File: config.mk
export PLATFORM = sky130hd
export DESIGN_NAME = hot_addr_collector
export DESIGN_NICKNAME = d
export VERILOG_FILES = /design/src/rtl/hot_addr_collector.sv
export SDC_FILE = /design/constraint.sdc
export NUM_CORES = 2
export LEC_CHECK = 0
export ABC_CLOCK_PERIOD_IN_PS = 5500
export BUFFER_PORTS_ARGS = -buffer_cell sky130_fd_sc_hd__buf_2
export CORE_MARGIN = 4
export CORE_UTILIZATION = 40
export DETAILED_ROUTE_END_ITERATION = 12
export SYNTH_ARGS = -nofsm -noshare
export SYNTH_HDL_FRONTEND = slang
export SYNTH_SLANG_ARGS = --single-unit
File: constraint.sdc
create_clock -name clk -period 5.5 [get_ports clk]
set_input_delay 1.1 -clock clk [delete_from_list [all_inputs] [get_ports clk]]
set_output_delay 1.1 -clock clk [all_outputs]
set_load 0.005 [all_outputs]
File: src/rtl/hot_addr_collector.sv
// Collects hot addresses from the tracker into a circular buffer and pops them to the migration side.
// The query/drain epoch FSM runs independently; the address port is accepted in every state.
module hot_addr_collector #(
    parameter int ADDR_SIZE  = 33,
    parameter int DEPTH      = 64,
    parameter int DRAIN_IDLE = 16
) (
    input  logic                     clk,
    input  logic                     rst,
    input  logic                     csr_enable,
    input  logic [31:0]              csr_epoch_cycles,
    output logic                     query_en,
    input  logic                     query_ready,
    input  logic                     mig_addr_en,
    input  logic [ADDR_SIZE-1:0]     mig_addr,
    output logic                     mig_addr_ready,
    output logic                     pop_valid,
    output logic [ADDR_SIZE-1:0]     pop_addr,
    input  logic                     pop_ready,
    output logic [$clog2(DEPTH):0]   occupancy,
    output logic [31:0]              epoch_cnt,
    output logic [15:0]              drop_cnt
);

    localparam int PTR_W  = $clog2(DEPTH);
    localparam int OCC_W  = PTR_W + 1;
    localparam int IDLE_W = $clog2(DRAIN_IDLE) + 1;
    localparam logic [IDLE_W-1:0] IDLE_LAST = IDLE_W'(DRAIN_IDLE - 1);

    typedef enum logic [1:0] {
        S_IDLE,
        S_WAIT,
        S_QUERY,
        S_DRAIN
    } state_t;

    state_t              state, state_nxt;
    logic [31:0]         timer, timer_nxt;
    logic [IDLE_W-1:0]   idle_cnt, idle_nxt;
    logic                epoch_inc;
    logic [31:0]         reload_val;

    // An epoch length of 0 behaves like 1.
    assign reload_val = (csr_epoch_cycles == 32'd0) ? 32'd0 : csr_epoch_cycles - 32'd1;

    always_comb begin
        state_nxt = state;
        timer_nxt = timer;
        idle_nxt  = idle_cnt;
        epoch_inc = 1'b0;
        case (state)
            S_IDLE: begin
                if (csr_enable) begin
                    state_nxt = S_WAIT;
                    timer_nxt = reload_val;
                end
            end
            S_WAIT: begin
                if (!csr_enable) begin
                    state_nxt = S_IDLE;
                end else if (timer == 32'd0) begin
                    state_nxt = S_QUERY;
                end else begin
                    timer_nxt = timer - 32'd1;
                end
            end
            S_QUERY: begin
                if (query_ready) begin
                    state_nxt = S_DRAIN;
                    idle_nxt  = '0;
                end
            end
            S_DRAIN: begin
                if (mig_addr_en) begin
                    idle_nxt = '0;
                end else if (idle_cnt == IDLE_LAST) begin
                    epoch_inc = 1'b1;
                    if (csr_enable) begin
                        state_nxt = S_WAIT;
                        timer_nxt = reload_val;
                    end else begin
                        state_nxt = S_IDLE;
                    end
                end else begin
                    idle_nxt = idle_cnt + IDLE_W'(1);
                end
            end
            default: state_nxt = S_IDLE;
        endcase
    end

    always_ff @(posedge clk or posedge rst) begin
        if (rst) begin
            state          <= S_IDLE;
            timer          <= '0;
            idle_cnt       <= '0;
            query_en       <= 1'b0;
            epoch_cnt      <= '0;
            mig_addr_ready <= 1'b0;
        end else begin
            state          <= state_nxt;
            timer          <= timer_nxt;
            idle_cnt       <= idle_nxt;
            query_en       <= (state_nxt == S_QUERY);
            epoch_cnt      <= epoch_cnt + {31'd0, epoch_inc};
            mig_addr_ready <= 1'b1;
        end
    end

    // Handshakes: a transfer happens on a cycle where valid (en) and ready are both 1;
    // valid is held with stable data until then. pop_ready with pop_valid=0 is ignored.
    logic [ADDR_SIZE-1:0] mem [DEPTH];
    logic [PTR_W:0]       wr_ptr, rd_ptr, rd_ptr_nxt;
    logic                 full, accept, do_write, do_drop, do_pop;
    logic [ADDR_SIZE-1:0] head_nxt;

    assign full     = (wr_ptr[PTR_W-1:0] == rd_ptr[PTR_W-1:0]) && (wr_ptr[PTR_W] != rd_ptr[PTR_W]);
    assign accept   = mig_addr_en & mig_addr_ready;
    assign do_write = accept & ~full;
    assign do_drop  = accept & full;
    assign pop_valid = (occupancy != '0);
    assign do_pop   = pop_valid & pop_ready;
    assign rd_ptr_nxt = rd_ptr + {{PTR_W{1'b0}}, do_pop};

    // A write into the slot that is about to become head bypasses the array.
    assign head_nxt = (do_write && (wr_ptr[PTR_W-1:0] == rd_ptr_nxt[PTR_W-1:0]))
                      ? mig_addr : mem[rd_ptr_nxt[PTR_W-1:0]];

    always_ff @(posedge clk) begin
        if (do_write) begin
            mem[wr_ptr[PTR_W-1:0]] <= mig_addr;
        end
    end

    always_ff @(posedge clk or posedge rst) begin
        if (rst) begin
            wr_ptr    <= '0;
            rd_ptr    <= '0;
            occupancy <= '0;
            pop_addr  <= '0;
            drop_cnt  <= '0;
        end else begin
            if (do_write) begin
                wr_ptr <= wr_ptr + {{PTR_W{1'b0}}, 1'b1};
            end
            rd_ptr <= rd_ptr_nxt;
            if (do_write || do_pop) begin
                pop_addr <= head_nxt;
            end
            case ({do_write, do_pop})
                2'b10:   occupancy <= occupancy + OCC_W'(1);
                2'b01:   occupancy <= occupancy - OCC_W'(1);
                default: occupancy <= occupancy;
            endcase
            if (do_drop && (drop_cnt != 16'hFFFF)) begin
                drop_cnt <= drop_cnt + 16'd1;
            end
        end
    end

endmodule

==> out/results.env <==
WIRELENGTH_UM=227000
POST_SYNTH_SIMPLE_GATE_AREA_PCT=4.782
POST_CTS_RESIZED=0
SETUP-TNS-FINAL_NS=0
DIE_AREA_UM2=229500
SYNTH-SEQ-AREA-SHARE_PCT=75.47
FILLER_CELL_COUNT=18290
SYN_INST=4518
CLOCKBUFFERDEPTH=3
TIMING.REG2REG.SETUP_SLACK_NS=1.13
DRC=0
ROUTE.ANTENNA.REMAINING_NETS=0
ANTENNA_FOUND_INITIAL=12
SYNTH_COMPOUND_AREA_SHARE_PCT=3.065
CLOCK_LATENCY_NS=0.88
CELLLEAKAGEPOWER_nW=32.50
ACTUAL_TRANSITION_AT_THE_WORST_MAX_TRANSITION_PIN_NS=1.296
NUMCLOCKSINKS=2255
MAX_CLOCK_FREQ_GHz=0.2291
CLOCK_POWER_SHARE_PCT=28.4
CORE_AREA_UM2=220200
WORST-R2R-CELL-COUNT=7
DIE_W_UM=479.1
TIMING.FINAL.SETUP_VIOLATIONS=0
SWITCHING_SHARE_PCT=33.10
VIAS_PER_CELL=5.787
FIN_CRIT_SH_PCT=79.37
STARTPOINT_TYPE='register'
MIN_PATH_TYPE='primary input to asynchronous set/reset pin'
CRIT-REG2REG-LAUNCH='rd_ptr[3]$_DFF_PP0_'
CTS_POST_SETUP_BUFFERS_INSERTED=0
REG2REG_TO='mem[34][4]$_DFFE_PP_'
SEQCELLAREA_UM2=67000
NUMBER_OF_MAX_CAP_VIOLATIONS=0
PLACE_WS_NS=1.002
CTSHOLDBUFFERS=0
POST_ROUTE_CELLS_DRIVE_ABOVE_1_SHARE_PCT=25.21
HOLD_VIOL_FINAL=0
SYNTH_FA_HA_AREA_SHARE_PCT=0.2114
GLOBAL_ROUTE.OVERFLOW_TOTAL=0
FIRST_PASS_GRT_WIRE_LENGTH_UM=331400
FINAL_CRITICAL_PATH_SETUP_SLACK_NS=1.135
SYNTH.AREA.MUX_SHARE_PCT=14.12
ROW_COUNT=172
DP.FINAL_HPWL_UM=129300
TOTAL_SWITCHING_POWER_mW=17.09
FIN_TOTAL_PWR_mW=51.64
GRTUSAGETOTAL_PCT=19.58
COMBINATIONAL_FAMILY_WITH_THE_MOST_AREA_AFTER_SYNTHESIS='multiplexers'
WL_PER_CELL_UM=28.52
SYN-MEAN-INSTANCE-AREA_UM2=19.65
COMBINATIONALPOWERSHARE_PCT=33.2
CRIT_ARRIVAL_NS=4.85
POST_SYNTH_INSTANCE_AREA_UM2=88780
CRIT_REQUIRED_NS=5.98
CRIT_PATH_MAX_FANOUT=23
CLK_TRANSITION_REPORTED_PATHS_NS=0.06
SYNTH_XOR_AREA_SHARE_PCT=1.044
WORSTSETUPENDPOINTTYPE='register'
SLEW_VIOLATIONS=0
POWER.DENSITY_nW_PER_UM2=508.6
SYNTH_TOP_FLOP_CELL='edfxtp_1'
LAYOUT.CELLS.MOST_COMMON='edfxtp_1'
GPL.FINAL_WEIGHTED_CONGESTION=0.8103
FIN_NETS=4898
LAYOUT_COMMON_CELLS='edfxtp_1, mux4_2, nand2_1'
SETUP.WORST_PATH.CLASS='register to register'
DETAILEDROUTE.FIRSTITERATIONVIOLATIONS=5234
P_INT_mW=34.55
ASYNC_FLOP_SHARE_PCT=6.341
NUMBER_OF_PORT_BUFFERS=161
CTS_TREE='yes'
SYNTHESIZED_NETS=4604
YOSYS_WARNINGS=0
LAYOUT-AREA-OVERHEAD-VS-SYNTH_PCT=14.36
UNREPAIRED_SETUP_ENDPOINTS_AFTER_GLOBAL_ROUTING='false'
FINALCRITICALPERIOD_NS=4.365
FIRST_GLOBAL_VIAS=46070
NUMCTSBUFFERS=220
OUTCOME='complete, no violations'
YOSYS_REGISTER_BITS=2255
GRT_MAX_DEGREE=91
HOLD_WS_NS=0.3603
VDD_DROP_MAX_V=0.0004798
DIEHEIGHT_UM=479.1
NUMBER_OF_FLOPS_MAPPED_TO_ENABLE_CELLS_BY_YOSYS=2112
CTS_ROOT_BUFFER='clkbuf_16'
PIN_COUNT=162
HTREEDEPTH=4
NUMBER_OF_ITERATIONS_IN_THE_FIRST_DETAILED_ROUTING_PASS=6
YOSYS.CELL_TYPES.COUNT=78
DR_TOTAL_VIAS=46060
WORST_CLOCK_SKEW_NS=0.04143
POWER.SEQUENTIAL.FRACTION_PCT=38.4
WORST_SLEW_MARGIN_REL_PCT=13.62
AREA_OF_THE_MULTI_INPUT_GATES_UM2=21200
START_UTIL_PCT=40.32
worst max-delay path: stages (launching register included):
cell	delay, ns
dfrtp_1	0.68
xnor2_1	0.13
nand4_1	0.35
o21ba_2	0.50
nor2b_1	0.31
nand3b_1	0.70
nor2_4	0.73
buf_4	0.53
logic make-up after synthesis:
kind of cell / Yosys count
AO/OA/AOI/OAI: 378
multiplexers: 606
other: 1
AND/OR/NAND/NOR: 874
flip-flops: 2255
buffers and inverters: 284
adder cells (fa/ha/maj): 15
XOR/XNOR: 105
power by group through the flow:
stage | combinational (mW) | clock [mW] | sequential (mW)
floorplan | 11.4 | 0 | 19.8
finish | 17.1 | 14.7 | 19.8
detailed placement | 17.2 | 0 | 20.2
CTS | 17.3 | 15.0 | 19.8
global route | 18.3 | 15.7 | 19.9
global placement | 17.3 | 0 | 20.2
state kept, by name, indices dropped and copies added (netlist names):
register	count
query_en	1
wr_ptr	7
timer	32
occupancy	7
drop_cnt	16
rd_ptr	7
mig_addr_ready	1
idle_cnt	5
epoch_cnt	32
state	2
pop_addr	33
mem	2112
worst max path at each step:
stage	from	to	cells after the start
3_3_place_gp	pop_ready	pop_addr[29]$_DFFE_PP0P_	13
4_1_cts	rd_ptr[4]$_DFF_PP0_	mem[34][17]$_DFFE_PP_	7
6_report	rd_ptr[3]$_DFF_PP0_	mem[34][4]$_DFFE_PP_	7
2_1_floorplan	rst	drop_cnt[0]$_DFFE_PP0P_	1
3_5_place_dp	pop_ready	pop_addr[1]$_DFFE_PP0P_	13
5_1_grt	rd_ptr[4]$_DFF_PP0_	mem[34][17]$_DFFE_PP_	7
stage by stage:
step           std cells  utilization, %  instance area [um^2]
4_1_cts             7957           46.11                101500
5_1_grt             7958           46.11                101500
2_1_floorplan       4518               -                 88780
6_report            7959           46.12                101500
3_3_place_gp        7548           42.92                 94490
3_5_place_dp        7548           42.92                 94490
metal layers:
layer  GRT usage (%)  up-vias  part of all wire, %
met5               0        -               0.0053
met4           4.397        2                  1.8
met3           3.278      287                  7.4
met2           31.11     1844                   48
met1           28.61    24770                   43
li1                -    19150                    -
synthesized netlist by cell type (all sizes together), types with 67 or more instances:
library cell / count / area, um^2
xnor2: 67 / 594.3
nand4: 83 / 525.5
mux4: 516 / 11620
nor2: 130 / 488.0
a32oi: 72 / 630.6
mux2i: 81 / 810.8
edfxtp: 2112 / 63420
clkbuf: 170 / 638.1
nand3: 83 / 415.4
nand2: 342 / 1284
dfrtp: 143 / 3578
buf: 89 / 427.9
layout make-up:
type	instances	share of cell area (%)
Antenna cell	2	0.004930
Clock buffer	280	5.706
Clock inverter	129	1.219
Inverter	25	0.1048
Multi-Input combinational cell	1979	20.88
Sequential cell	2255	65.99
Tap cell	2958	3.645
Timing Repair Buffer	331	2.445
Note: power is estimated with default switching activity, not from simulation.
